## config.mk

```make
export PLATFORM = sky130hd
export DESIGN_NAME = line_assembler
export DESIGN_NICKNAME = d
export VERILOG_FILES = /design/src/rtl/bxu_pkg.sv /design/src/rtl/line_store.sv /design/src/rtl/line_assembler.sv
export SDC_FILE = /design/constraint.sdc
export NUM_CORES = 1
export LEC_CHECK = 0
export ABC_AREA = 0
export CAP_MARGIN = 20
export CELL_PAD_IN_SITES_DETAIL_PLACEMENT = 1
export CELL_PAD_IN_SITES_GLOBAL_PLACEMENT = 1
export CORE_MARGIN = 2
export CORE_UTILIZATION = 58
export DETAILED_ROUTE_END_ITERATION = 7
export MAX_ROUTING_LAYER = met4
export PLACE_DENSITY = 0.88
export SLEW_MARGIN = 20
export SYNTH_ARGS = -nofsm -noshare
export SYNTH_HDL_FRONTEND = slang
export SYNTH_SLANG_ARGS = --single-unit
```

## constraint.sdc

```tcl
create_clock -name clk -period 8.1 [get_ports clk]
set_clock_uncertainty 0.05 [all_clocks]
set_input_delay 0.81 -clock clk [delete_from_list [all_inputs] [get_ports clk]]
set_output_delay 0.81 -clock clk [all_outputs]
set_load 0.005 [all_outputs]
```

## src/rtl/bxu_pkg.sv

```systemverilog
// Shared definitions for the byte-stream utility blocks.
//   CHAR_*      : control characters recognised by the line assembler
//   la_state_e  : line assembler state encoding
package bxu_pkg;

  localparam logic [7:0] CHAR_CR  = 8'h0D;
  localparam logic [7:0] CHAR_LF  = 8'h0A;
  localparam logic [7:0] CHAR_BS  = 8'h08;
  localparam logic [7:0] CHAR_DEL = 8'h7F;

  typedef enum logic [1:0] {
    ST_COLLECT = 2'd0,
    ST_EMIT    = 2'd1,
    ST_EMIT_CR = 2'd2,
    ST_EMIT_LF = 2'd3
  } la_state_e;

endpackage

```

## src/rtl/line_store.sv

```systemverilog
// Line store: synchronous single-port RAM, DEPTH x DATA_W, registered read.
// A read happens every cycle at addr_i; on a write cycle the old contents are
// returned. No reset on the array so it maps onto distributed RAM.
//   clk_i   : clock
//   we_i    : write enable
//   addr_i  : shared read/write address
//   wdata_i : write data
//   rdata_o : read data, valid the cycle after addr_i is presented
module line_store #(
  parameter int DEPTH  = 64,
  parameter int DATA_W = 8
) (
  input  logic                     clk_i,
  input  logic                     we_i,
  input  logic [$clog2(DEPTH)-1:0] addr_i,
  input  logic [DATA_W-1:0]        wdata_i,
  output logic [DATA_W-1:0]        rdata_o
);

  logic [DATA_W-1:0] mem_q [DEPTH];

  always_ff @(posedge clk_i) begin
    if (we_i) begin
      mem_q[addr_i] <= wdata_i;
    end
    rdata_o <= mem_q[addr_i];
  end

endmodule

```

## src/rtl/line_assembler.sv

```systemverilog
// Line assembler: collects received bytes into a line store and, on a line
// terminator (CR, or a lone LF), replays the stored line downstream followed
// by CR LF. An LF directly after a CR is swallowed so CRLF input yields one
// line. Both sides use a four-phase ready/done byte handshake.
// Optional build macro: LINE_ASSEMBLER_BACKSPACE_EN -- when defined, 0x08 and
// 0x7F delete the last stored byte instead of being stored.
//   clk       : clock
//   rst       : asynchronous reset, active-high
//   data_in   : upstream byte, valid while ready_in is high
//   ready_in  : upstream offers a byte
//   done_in   : one-cycle acknowledge of the upstream byte
//   data_out  : downstream byte, stable while ready_out is high
//   ready_out : byte offered downstream
//   done_out  : downstream acknowledge
//   line_len  : number of bytes currently stored
//   overflow  : sticky, a byte was dropped on a full store; cleared once the
//               line has been emitted
module line_assembler
  import bxu_pkg::*;
#(
  parameter int DEPTH = 64
) (
  input  logic                   clk,
  input  logic                   rst,
  input  logic [7:0]             data_in,
  input  logic                   ready_in,
  output logic                   done_in,
  output logic [7:0]             data_out,
  output logic                   ready_out,
  input  logic                   done_out,
  output logic [$clog2(DEPTH):0] line_len,
  output logic                   overflow
);

  localparam int AW = $clog2(DEPTH);
  localparam int LW = AW + 1;
  localparam logic [LW-1:0] DEPTH_L = LW'(DEPTH);

  la_state_e     state_q, state_d;
  logic [LW-1:0] line_len_q, line_len_d;
  logic [LW-1:0] emit_idx_q, emit_idx_d;
  logic          prev_cr_q, prev_cr_d;
  logic          ovf_q, ovf_d;
  logic          armed_q, armed_d;
  logic          done_in_q, done_in_d;
  logic          ready_out_q, ready_out_d;
  logic [7:0]    data_out_q, data_out_d;
  logic          wait_low_q, wait_low_d;

  logic          ram_we;
  logic [AW-1:0] ram_addr;
  logic [7:0]    ram_rdata;

  // The port is shared: writes use line_len, otherwise the address follows the
  // emit pointer. While collecting, the pointer sits at 0, so mem[0] is already
  // in the read register when the terminator arrives.
  assign ram_addr = ram_we ? line_len_q[AW-1:0] : emit_idx_q[AW-1:0];

  line_store #(
    .DEPTH  (DEPTH),
    .DATA_W (8)
  ) u_store (
    .clk_i   (clk),
    .we_i    (ram_we),
    .addr_i  (ram_addr),
    .wdata_i (data_in),
    .rdata_o (ram_rdata)
  );

  always_comb begin
    state_d     = state_q;
    line_len_d  = line_len_q;
    emit_idx_d  = emit_idx_q;
    prev_cr_d   = prev_cr_q;
    ovf_d       = ovf_q;
    armed_d     = armed_q;
    done_in_d   = 1'b0;
    ready_out_d = ready_out_q;
    data_out_d  = data_out_q;
    wait_low_d  = wait_low_q;
    ram_we      = 1'b0;

    // Input side re-arms once ready_in has been seen low.
    if (!ready_in) begin
      armed_d = 1'b1;
    end
    // Output side may offer the next byte once done_out has been seen low.
    if (!done_out) begin
      wait_low_d = 1'b0;
    end

    case (state_q)
      ST_COLLECT: begin
        if (ready_in && armed_q) begin
          armed_d   = 1'b0;
          done_in_d = 1'b1;
          if (data_in == CHAR_CR) begin
            state_d   = (line_len_q == '0) ? ST_EMIT_CR : ST_EMIT;
            prev_cr_d = 1'b1;
          end else if (data_in == CHAR_LF) begin
            if (prev_cr_q) begin
              prev_cr_d = 1'b0;
            end else begin
              state_d = (line_len_q == '0) ? ST_EMIT_CR : ST_EMIT;
            end
`ifdef LINE_ASSEMBLER_BACKSPACE_EN
          end else if (data_in == CHAR_BS || data_in == CHAR_DEL) begin
            prev_cr_d = 1'b0;
            if (line_len_q != '0) begin
              line_len_d = line_len_q - 1'b1;
            end
`endif
          end else begin
            prev_cr_d = 1'b0;
            if (line_len_q < DEPTH_L) begin
              ram_we     = 1'b1;
              line_len_d = line_len_q + 1'b1;
            end else begin
              ovf_d = 1'b1;
            end
          end
        end
      end

      default: begin
        if (!ready_out_q && (!wait_low_q || !done_out)) begin
          ready_out_d = 1'b1;
          wait_low_d  = 1'b0;
          case (state_q)
            ST_EMIT: begin
              data_out_d = ram_rdata;
              // Advancing here lets the RAM fetch the next byte while this
              // one is in flight.
              emit_idx_d = emit_idx_q + 1'b1;
            end
            ST_EMIT_CR: data_out_d = CHAR_CR;
            default:    data_out_d = CHAR_LF;
          endcase
        end else if (ready_out_q && done_out) begin
          ready_out_d = 1'b0;
          wait_low_d  = 1'b1;
          case (state_q)
            ST_EMIT: begin
              if (emit_idx_q == line_len_q) begin
                state_d = ST_EMIT_CR;
              end
            end
            ST_EMIT_CR: state_d = ST_EMIT_LF;
            default: begin
              state_d    = ST_COLLECT;
              line_len_d = '0;
              emit_idx_d = '0;
              ovf_d      = 1'b0;
            end
          endcase
        end
      end
    endcase
  end

  always_ff @(posedge clk or posedge rst) begin
    if (rst) begin
      state_q     <= ST_COLLECT;
      line_len_q  <= '0;
      emit_idx_q  <= '0;
      prev_cr_q   <= 1'b0;
      ovf_q       <= 1'b0;
      armed_q     <= 1'b1;
      done_in_q   <= 1'b0;
      ready_out_q <= 1'b0;
      data_out_q  <= 8'h00;
      wait_low_q  <= 1'b0;
    end else begin
      state_q     <= state_d;
      line_len_q  <= line_len_d;
      emit_idx_q  <= emit_idx_d;
      prev_cr_q   <= prev_cr_d;
      ovf_q       <= ovf_d;
      armed_q     <= armed_d;
      done_in_q   <= done_in_d;
      ready_out_q <= ready_out_d;
      data_out_q  <= data_out_d;
      wait_low_q  <= wait_low_d;
    end
  end

  assign done_in   = done_in_q;
  assign ready_out = ready_out_q;
  assign data_out  = data_out_q;
  assign line_len  = line_len_q;
  assign overflow  = ovf_q;

endmodule
```

After elaboration in Yosys (flattened, before gate mapping)
Memories as Yosys holds them, arrays and structs flattened. A register that Yosys moved wholly into a read port is not among the register bits.
Cells that the tools add are included.
{"block": "classes", "n_eq_ne": 17, "mux": 49, "add_sub_neg": 2, "n_bitwise": 1, "n_reduce_logical": 19, "order_cmp": 1}
{"op": "$mux 7", "n": 10}
{"op": "$mux 1", "n": 27}
{"op": "$mux 2", "n": 9}
{"op": "$eq 8x4->1 const B", "n": 2}
{"op": "$pmux 8 s2", "n": 1}
{"op": "$add 7x1->7 const B", "n": 2}
{"op": "$reduce_and 7->1", "n": 2}
{"op": "$ne 2x2->1 const B", "n": 5}
{"op": "$ne 2x1->1 const B", "n": 4}
{"op": "$eq 7x7->1", "n": 1}
{"op": "$logic_not 7->1", "n": 1}
{"op": "$lt 7x7->1 const B", "n": 1}
{"op": "$mux 6", "n": 1}
{"op": "$ne 3x3->1 const B", "n": 2}
{"op": "$reduce_and 2->1", "n": 3}
{"op": "$reduce_and 6->1", "n": 1}
{"op": "$pmux 2 s2", "n": 1}
{"op": "$reduce_and 4->1", "n": 1}
{"op": "$reduce_bool 2->1", "n": 2}
{"op": "$logic_and 1x1->1", "n": 3}
{"op": "$logic_not 1->1", "n": 3}
{"op": "$ne 3x2->1 const B", "n": 1}
{"op": "$eq 2x1->1 const B", "n": 1}
{"op": "$eq 2x2->1 const B", "n": 1}
{"op": "4 further kinds", "n": 4}
{"block": "totals", "regBits": 30, "elab_cells": 100, "n_memories": 1, "ram_bits": 512, "inputBits": 12}
{"memory": "u_store.mem_q", "words": 64, "width": 8, "rd": 1, "rd_ports_with_merged_regs": 1, "wr": 1, "line_no": "line_store.sv:20", "source": "logic [DATA_W-1:0] mem_q [DEPTH];"}

Depth between registers and ports, before layout
Gate-level depths: netlist of run 1.
{"block": "logic_depth", "word_depth": 8, "ltp_mapped": 14, "ltp_nobuf": 10}

Modules after synthesis
Synthesis of run 1 repeated with hierarchy kept, for this count alone.
{"block": "hier_totals", "cells_unflattened": 1346, "hier_area_um2": 22133.7}
{"mod": "line_store", "seq_area_each_um2": 15534.9, "cells_each": 1171, "area_each_um2": 20449.6, "n_inst": 1}
{"mod": "line_assembler", "seq_area_each_um2": 752.0, "cells_each": 175, "area_each_um2": 1684.1, "n_inst": 1}

Least setup slack after synthesis of run 1
OpenSTA, ideal clock, no wires.
{"block": "synth_timing", "kind": "in2reg", "start": "input data_in[0]", "end": "memory u_store.mem_q[40][0] (enable)", "n_path_buf": 3, "arrival_ns": 3.153, "path_stages": 7, "setup_slack_ns": 4.514, "setup_ns": 0.383, "path_cell_list": "or3b_1 a2111oi_4 o211ai_2 buf_2 buf_2 clkbuf_1 nor3_1"}
{"block": "synth_via", "elab_chain_len": 7}
{"element": "start, declared", "line_no": "line_assembler.sv:25", "source": "input logic [7:0] data_in,"}
{"element": "$eq 8x4->1", "line_no": "line_assembler.sv:100", "source": "end else if (data_in == CHAR_LF) begin"}
{"element": "$mux 1", "line_no": "line_assembler.sv:100"}
{"element": "$mux 1 (*)", "line_no": "line_assembler.sv:97", "source": "if (data_in == CHAR_CR) begin"}
{"element": "$mux 1 (*)", "line_no": "line_assembler.sv:94", "source": "if (ready_in && armed_q) begin"}
{"element": "$mux 1 (*)", "line_no": "line_assembler.sv:92", "source": "case (state_q)"}
{"element": "$mux 1", "line_no": "line_store.sv:23", "source": "if (we_i) begin"}
{"element": "$mux 1 (implied by the code)", "line_no": "line_store.sv:24", "source": "mem_q[addr_i] <= wdata_i;"}
{"element": "end, declared", "line_no": "line_store.sv:20"}
Mark *: on every way between the ends. The rest lies on a longest branch, timed or not.

Worst setup path in the final report of run 1
{"block": "layout_timing", "start": "input data_in[3]", "end": "memory u_store.mem_q[55][6] (enable)"}
The elaborated chain is that of the path after synthesis.

==> results of run 1 <==
## where the power goes
part | internal [W] | leakage (nW) | switching [W] | total (W)
clock network | 0.00138 | 0.830 | 0.00109 | 0.00246
logic | 0.000578 | 1.65 | 0.00123 | 0.00181
registers | 0.00318 | 5.06 | 0.000104 | 0.00328
total | 0.00513 | 7.54 | 0.00242 | 0.00755
## sequential cells by signal (all words and copies together) (netlist names)
| register | count |
|---|---|
| u_store.mem_q | 512 |
| data_out | 8 |
| u_store.rdata_o | 8 |
| emit_idx_q | 7 |
| line_len | 7 |
| state_q | 2 |
| armed_q | 1 |
| done_in | 1 |
| overflow | 1 |
| prev_cr_q | 1 |
| ready_out | 1 |
| wait_low_q | 1 |
## worst max-delay path, stage by stage
cell	delay [ps]
buf_2	80
buf_4	390
nor3b_1	590
o211ai_1	490
a21oi_1	340
buf_4	370
or2_1	960
buf_4	430
nand2_1	130
nor2_1	720
## layout make-up
| type | instances | area, um2 | share of cell area [%] |
|---|---|---|---|
| multi-input cells | 721 | 5010 | 20.7 |
| clock inverters | 32 | 285 | 1.18 |
| repair buffers | 72 | 608 | 2.51 |
| diodes | 1 | 2.50 | 0.0103 |
| inverters | 8 | 30.0 | 0.124 |
| flip-flops and latches | 550 | 16300 | 67.3 |
| clock buffers | 65 | 1390 | 5.75 |
| well taps | 468 | 586 | 2.42 |
## cell usage in the layout, fill, tap and decap left out, drive strengths merged, types with 5 or more instances in the layout
cell type | netlist | final
clkinv | 0 | 27
nor2b | 5 | 5
a31oi | 13 | 13
nand3 | 9 | 9
o22ai | 11 | 11
nand4 | 12 | 12
buf | 40 | 51
nor3 | 16 | 16
nand2b | 9 | 9
mux2i | 50 | 50
a22o | 9 | 9
dfxtp | 8 | 8
o211ai | 27 | 27
o22a | 12 | 12
xnor2 | 8 | 8
clkdlybuf4s50 | 0 | 21
dfrtp | 29 | 29
mux2 | 16 | 16
o21a | 6 | 6
a32oi | 65 | 65
a22oi | 34 | 34
nand3b | 11 | 11
ha | 6 | 6
a32o | 12 | 12
a41oi | 14 | 14
o21ai | 79 | 79
clkbuf | 54 | 65
nor2 | 97 | 97
edfxtp | 512 | 512
bufinv | 0 | 5
a221oi | 54 | 54
o31ai | 5 | 5
inv | 8 | 8
nand2 | 59 | 59
xor2 | 7 | 7
a21oi | 30 | 30
## per-stage QoR
stage	hold WS (ps)	total power [W]
2_1_floorplan	377	0.00425
3_3_place_gp	412	0.00490
3_5_place_dp	433	0.00502
4_1_cts	447	0.00746
5_1_grt	482	0.00767
6_report	443	0.00755
## metal layers
layer	up-vias	wire length [um]	track usage, %
met4	0	4950	20.0
met1	7323	24800	49.2
met5	-	0	-
met2	1448	32800	58.8
li1	5670	-	-
met3	368	9800	10.2
## worst paths after layout
check / startpoint / end / slack [ps] / depth (start not counted)
hold / removal: data_out[6] / data_out[6] / 440 / 2
max in group asynchronous: rst / armed_q / 7120 / 3
min in group asynchronous: rst / emit_idx_q[2] / 570 / 3
setup / recovery: data_in[3] / u_store.mem_q[55][6] / 2900 / 10
hold reg to reg: data_out[6] / data_out[6] / 440 / 2
setup reg to reg: state_q[1] / u_store.mem_q[44][4] / 3140 / 8
## Yosys cell counts, types with 26 or more instances
cell        n  share of area (%)
nor2_1     97                1.7
edfxtp_1  512                 71
dfrtp_1    29                3.3
a22oi_1    34                1.2
o21ai_0    78                1.8
mux2i_1    50                2.3
a32oi_1    65                2.6
a221oi_1   54                2.2
nand2_1    59                1.0
clkbuf_1   54               0.93
a21oi_1    28               0.65
o211ai_1   26               0.90
buf_2      31               0.72
## kinds of logic after synthesis
group                      count (synthesis)  synth area share, %
DFF                                      550                 75.1
AOI/OAI and AO/OA                        395                 13.6
and+or+nand+nor                          239                 5.14
buffers and inverters                    102                 2.07
muxes                                     66                 3.14
xor gates and xnor gates                  15                0.606
adders and majority gates                  6                0.346
==> metrics.txt, run 1 <==
min Tclk post-route 5200 ps; Post-DP Area 22500 um2; number of clock sinks 550; WP data arrival 5380 ps; setup_tns 0 ps; Fill cells 3169; final worst slack 2900 ps; Crit Path Class in2reg; final estimated routing congestion in global placement 0.963; DP HPWL 43300 um; routed len/inst 37.7 um; antenna-violating nets left 0; Peak supply drop 0.208 mV; CP Data Required Time 8280 ps; max cap viols 0; Non-Filler Instances 1917; Netlist cell types 65; element type at the critical path end flip-flop; IO Port Bufs 29; number of synthesized flops with an enable pin 512; clock tree root driver cell clkbuf_16; Residual DRC 0; Yosys warnings 0; FMAX 192 MHz; CTS buffer count 54; Max Buffers Root-to-Sink 3; Synth Flop Type edfxtp_1; final worst path period share 64.2%; initial drt markers 2512; Overall Global Routing Usage 39.0%; final setup fails 0; clock-pin slew on the worst setup and hold paths 60 ps; Post-CTS Setup Bufs 0; pin count of the biggest net entering global routing 71; die area 38900 um2; CP max FO 35; Relative slew margins 20.7%; Worst-Skew Late Latency 610 ps; flop and latch count out of synthesis 550; Rows 70; Slew Viols, Final 0; final WL 72300 um; Vias 14800; Via density 7.73; global-route wire length before repair 105000 um; vias in the first global route 14800; Hold Crit Class reg2reg; asr flop ratio synth 5.45%; Area growth syn-to-layout 11.6%; dpl cells 1818; final instance area 24200 um2; core area 36700 um2; Core Util, Final 65.9%; nets@finish 1425; DIE HEIGHT 197 um; Pleak 7.54 nW; fraction of layout cells with a size suffix above 1 10.8%; H-tree depth reported by CTS 2; synthesized area 21700 um2; dpl ws 2570 ps; die width 197 um; final global-route overflow total 0; DRT Pass-1 Iters 6; initial antenna violation count 0; worst-margin pin slew 1190 ps; register area share after synthesis 75.1%; Fin. Hold Viols 0; RSZ-0062 raised after global routing no; Initial Util 59.1%; Mean Syn Cell Area 15.8 um2; cell area power density 312 nW/um2; Synth Net Count 1391; run status completed; CTS tree built; num ports 30; Syn Inst Count 1373; hold buffers post-CTS 0; startpoint types input port; PostCTS Resize Cnt 0
No activity file was read; power rests on OpenSTA's default activity.
==> run 2, diff against run 1 <==
--- a/config.mk
+++ b/config.mk
@@ -10,10 +10,10 @@
 export CELL_PAD_IN_SITES_DETAIL_PLACEMENT = 1
 export CELL_PAD_IN_SITES_GLOBAL_PLACEMENT = 1
 export CORE_MARGIN = 2
-export CORE_UTILIZATION = 58
+export CORE_UTILIZATION = 53
 export DETAILED_ROUTE_END_ITERATION = 7
 export MAX_ROUTING_LAYER = met4
-export PLACE_DENSITY = 0.88
+export PLACE_DENSITY = 0.81
 export SLEW_MARGIN = 20
 export SYNTH_ARGS = -nofsm -noshare
 export SYNTH_HDL_FRONTEND = slang
==> constraint.sdc (replaced) <==
create_clock -name clk -period 5.25 [get_ports clk]
set_clock_uncertainty 0.05 [all_clocks]
set_input_delay 0.525 -clock clk [delete_from_list [all_inputs] [get_ports clk]]
set_output_delay 0.525 -clock clk [all_outputs]
set_load 0.005 [all_outputs]
==> metrics.txt, run 2 (synthesis results as in run 1) <==
IO Port Bufs 29; commonest cells after routing, fill and taps aside 512 x edfxtp_1, 95 x nor2_1, 78 x o21ai_0; element type at the critical path end flip-flop; run status completed; final worst path period share 87.9%; Via density 7.09; Post-DP Area 22900 um2; die width 206 um; Residual DRC 0; Rows 74; Crit path max-delay family simple AND/OR/NAND/NOR gates; dpl cells 1914; most common cell after layout, fill and taps aside edfxtp_1; setup_tns 0 ps; final setup fails 0; clock-pin slew on the worst setup and hold paths 70 ps; Fill cells 3682; global-route wire length before repair 100000 um; min Tclk post-route 4620 ps; Vias 14300; Fin. Hold Viols 0; Relative slew margins 15.6%; pin count of the biggest net entering global routing 66; Crit Path Class reg2reg; PostCTS Resize Cnt 0; Initial Util 53.3%; CP max FO 14; routed len/inst 34.2 um; clock tree root driver cell clkbuf_16; Pleak 7.67 nW; nets@finish 1456; CP most frequent cell buf_4; Worst path max stage delay 890 ps; final global-route overflow total 0; cell area power density 467 nW/um2; final estimated routing congestion in global placement 0.953; Critical path buffers and inverters 3; cell breakdown of the critical path inv_1 -> ha_1 -> nand4b_1 -> nor3_2 -> buf_4 -> or2_1 -> buf_4 -> a221oi_1 -> o211ai_1 -> a22oi_1 -> nand4_1; DRT Pass-1 Iters 6; DIE HEIGHT 206 um; startpoint types flip-flop; Top reg by flops u_store.mem_q; CTS buffer count 54; final WL 68700 um; max cap viols 0; slowest CP cell nor3_2; final instance area 24500 um2; Hold Crit Class in2async; WP data arrival 5120 ps; Worst-Skew Late Latency 620 ps; Overall Global Routing Usage 34.1%; CP Data Required Time 5750 ps; Total Power 0.0114 W; FMAX 217 MHz; die area 42500 um2; CTS tree built; number of clock sinks 550; hold buffers post-CTS 0; Area growth syn-to-layout 12.9%; Non-Filler Instances 2010; H-tree depth reported by CTS 2; Post-CTS Setup Bufs 0; Max Buffers Root-to-Sink 3; vias in the first global route 14400; Largest register FFs 512; antenna-violating nets left 0; core area 40600 um2; initial drt markers 2189; Peak supply drop 0.255 mV; num ports 30; initial antenna violation count 1; fraction of layout cells with a size suffix above 1 12.5%; DP HPWL 42900 um; worst-margin pin slew 1260 ps; Slew Viols, Final 0; RSZ-0062 raised after global routing no
[run 2: area by class of cell]
class	instances	area, um2	area share (%)
Sequential cell	550	16300	66.6
Inverter	8	30.0	0.123
Timing Repair Buffer	103	868	3.55
Tap cell	532	666	2.72
Clock buffer	66	1420	5.79
Clock inverter	29	186	0.762
Multi-Input combinational cell	721	5010	20.5
Antenna cell	1	2.50	0.0102
[run 2: worst reg2reg max path, cell delays in order, from the launching register on]
cell and delay, ps:
dfrtp_1 410, inv_1 120, ha_1 450, nand4b_1 470
nor3_2 890, buf_4 330, or2_1 400, buf_4 290
a221oi_1 120, o211ai_1 520, a22oi_1 300, nand4_1 210
[run 2: path summary, 6_finish.rpt]
kind	from	to	slack, ps	depth (start not counted)
worst min register to register	data_out[4]	data_out[4]	440	2
worst max-delay path	state_q[0]	u_store.rdata_o[5]	630	11
worst max register to register	state_q[0]	u_store.rdata_o[5]	630	11
max in group asynchronous	rst	armed_q	4590	3
worst min-delay path	rst	state_q[1]	240	3
min in group clk	data_in[6]	u_store.mem_q[58][6]	260	1
[run 2: per-stage QoR]
step                      hold slack [ps]  utilization (%)  setup WS, ps
after floorplan                       377                -          1950
after global placement                411             56.2           727
after detailed placement              437             56.2           566
after CTS                             234             60.2           763
after global routing                  236             60.2           407
final                                 245             60.2           633
[run 2: power breakdown]
group | internal, W | switching (W)
combinational | 0.000882 | 0.00185
sequential | 0.00490 | 0.000137
clock | 0.00200 | 0.00165
[run 2: layer usage]
layer	GRT usage [%]	part of all wire (%)	up-vias
li1	-	-	5736
met1	44.1	37	7232
met2	52.3	47	1073
met3	7.68	11	214
met4	14.6	5.0	0
met5	-	0	-
==> run 3, diff against run 2 <==
--- a/config.mk
+++ b/config.mk
@@ -10,10 +10,11 @@
 export CELL_PAD_IN_SITES_DETAIL_PLACEMENT = 1
 export CELL_PAD_IN_SITES_GLOBAL_PLACEMENT = 1
 export CORE_MARGIN = 2
-export CORE_UTILIZATION = 53
+export CORE_UTILIZATION = 54
 export DETAILED_ROUTE_END_ITERATION = 7
+export DONT_BUFFER_PORTS = 1
 export MAX_ROUTING_LAYER = met4
-export PLACE_DENSITY = 0.81
+export PLACE_DENSITY = 0.82
 export SLEW_MARGIN = 20
 export SYNTH_ARGS = -nofsm -noshare
 export SYNTH_HDL_FRONTEND = slang
==> metrics.txt, run 3 (synthesis results as in run 1) <==
CP Data Required Time 5430 ps; DP HPWL 40400 um; part of the power in combinational logic 23.4%; initial drt markers 2122; Vias 14200; antenna-violating nets left 0; Internal 0.00762 W; final global-route overflow total 0; initial antenna violation count 0; Critical path buffers and inverters 1; Overall Global Routing Usage 34.6%; element type at the critical path end flip-flop; global-route wire length before repair 100000 um; Post-CTS Setup Bufs 0; num ports 30; Post-DP Area 22300 um2; Hold Crit Class in2reg; Fin. Hold Viols 0; Slew Viols, Final 0; DIE HEIGHT 204 um; fraction of layout cells with a size suffix above 1 9.99%; cell area power density 465 nW/um2; WP data arrival 4860 ps; clock tree root driver cell clkbuf_16; Core Util, Final 60.9%; min Tclk post-route 4680 ps; Worst path max stage delay 820 ps; Pleak 7.49 nW; Top reg by flops u_store.mem_q; routed len/inst 35.4 um; run status completed; die width 204 um; Total Power 0.0112 W; vias in the first global route 14200; PostCTS Resize Cnt 0; FMAX 214 MHz; DRT Pass-1 Iters 6; H-tree depth reported by CTS 2; CP max FO 14; final worst path period share 89.2%; commonest cells after routing, fill and taps aside 512 x edfxtp_1, 95 x nor2_1, 78 x o21ai_0; Via density 7.26; number of clock sinks 550; die area 41800 um2; antenna cell count 0; dpl ws 765 ps; nets@finish 1404; Worst-Skew Late Latency 620 ps; cell breakdown of the critical path inv_1 -> ha_1 -> nand4b_1 -> nor2_1 -> a31oi_1 -> nor2_1 -> nand2_1 -> nor2_1; clock-pin slew on the worst setup and hold paths 60 ps; most common cell after layout, fill and taps aside edfxtp_1; core area 39600 um2; Area growth syn-to-layout 11.4%; switching pwr 0.00361 W; CP most frequent cell nor2_1; startpoint types flip-flop; Residual DRC 0; Max Buffers Root-to-Sink 3; final WL 69200 um; RSZ-0062 raised after global routing no; final instance area 24200 um2; final worst slack 568 ps; slowest CP cell nor2_1; Rows 73; sw frac 32.2%; IO Port Bufs 0; Relative slew margins 24.9%; pin count of the biggest net entering global routing 87; Initial Util 54.7%; CTS buffer count 53; Largest register FFs 512; Clock Power Share 31.7%; Crit path max-delay family simple AND/OR/NAND/NOR gates; CTS tree built; max cap viols 0; Crit Path Class reg2reg; Sequential Power Share 44.9%; worst-margin pin slew 1120 ps; setup_tns 0 ps; Peak supply drop 0.312 mV; final setup fails 0; final estimated routing congestion in global placement 0.899
## run 3: changes by cell type in the layout (fill, tap and decap cells not counted), sizes merged
cell           previous run  this run
clkinv                   25        37
clkbuf                   66        61
dlygate4sd3               0         4
clkinvlp                  1         0
clkdlybuf4s50            21         0
buf                      82        48
bufinv                    2         1
diode                     1         0
## run 3: worst register-to-register path, cell delays in order, from the launching register on
cell and delay, ps:
dfrtp_1 380, inv_1 140, ha_1 470, nand4b_1 470
nor2_1 610, a31oi_1 300, nor2_1 820, nand2_1 260
nor2_1 790
## run 3: power groups by stage
stage | registers, W | clock network, W | logic [W]
global placement | 0.00512 | 0 | 0.00232
global route | 0.00505 | 0.00373 | 0.00272
detailed placement | 0.00513 | 0 | 0.00241
CTS | 0.00504 | 0.00357 | 0.00255
finish | 0.00505 | 0.00356 | 0.00263
floorplan | 0.00505 | 0 | 0.00151
## run 3: cell type report
cell class	count	area (um2)
flip-flops and latches	550	16300
clock inverters	39	213
well taps	525	657
repair buffers	52	586
fillers	3551	15500
inverters	8	30.0
clock buffers	61	1380
multi-input cells	721	5000
## run 3: timing repair
action,CTS,global route
hold endpoints to repair,542,0
hold buffers,12,0
endpoints found under the setup margin,0,0
## run 3: layer usage
layer	global-route usage [%]	vias up	share of wire (%)
li1	-	5640	-
met1	44.5	7181	36
met2	52.3	1128	46
met3	7.59	253	12
met4	17.1	0	5.9
met5	-	-	0
## run 3: path summary, 6_finish.rpt
check                           cells past startpoint       start  slack, ps                    to
worst max-delay path                                8  state_q[1]        570  u_store.mem_q[53][0]
worst min-delay path                                3  data_in[7]         70             prev_cr_q
worst max register to register                      8  state_q[1]        570  u_store.mem_q[53][0]
worst min register to register                      2   prev_cr_q        450             prev_cr_q
max in group asynchronous                           3         rst       4440               armed_q
min in group asynchronous                           3         rst        390           line_len[6]
## run 3: through the flow
stage | hold WS, ps | instances
3_5_place_dp | 421 | 1844
4_1_cts | 66.0 | 1956
5_1_grt | 104 | 1956
6_report | 74.5 | 1956
3_3_place_gp | 422 | 1844
2_1_floorplan | 377 | 1373
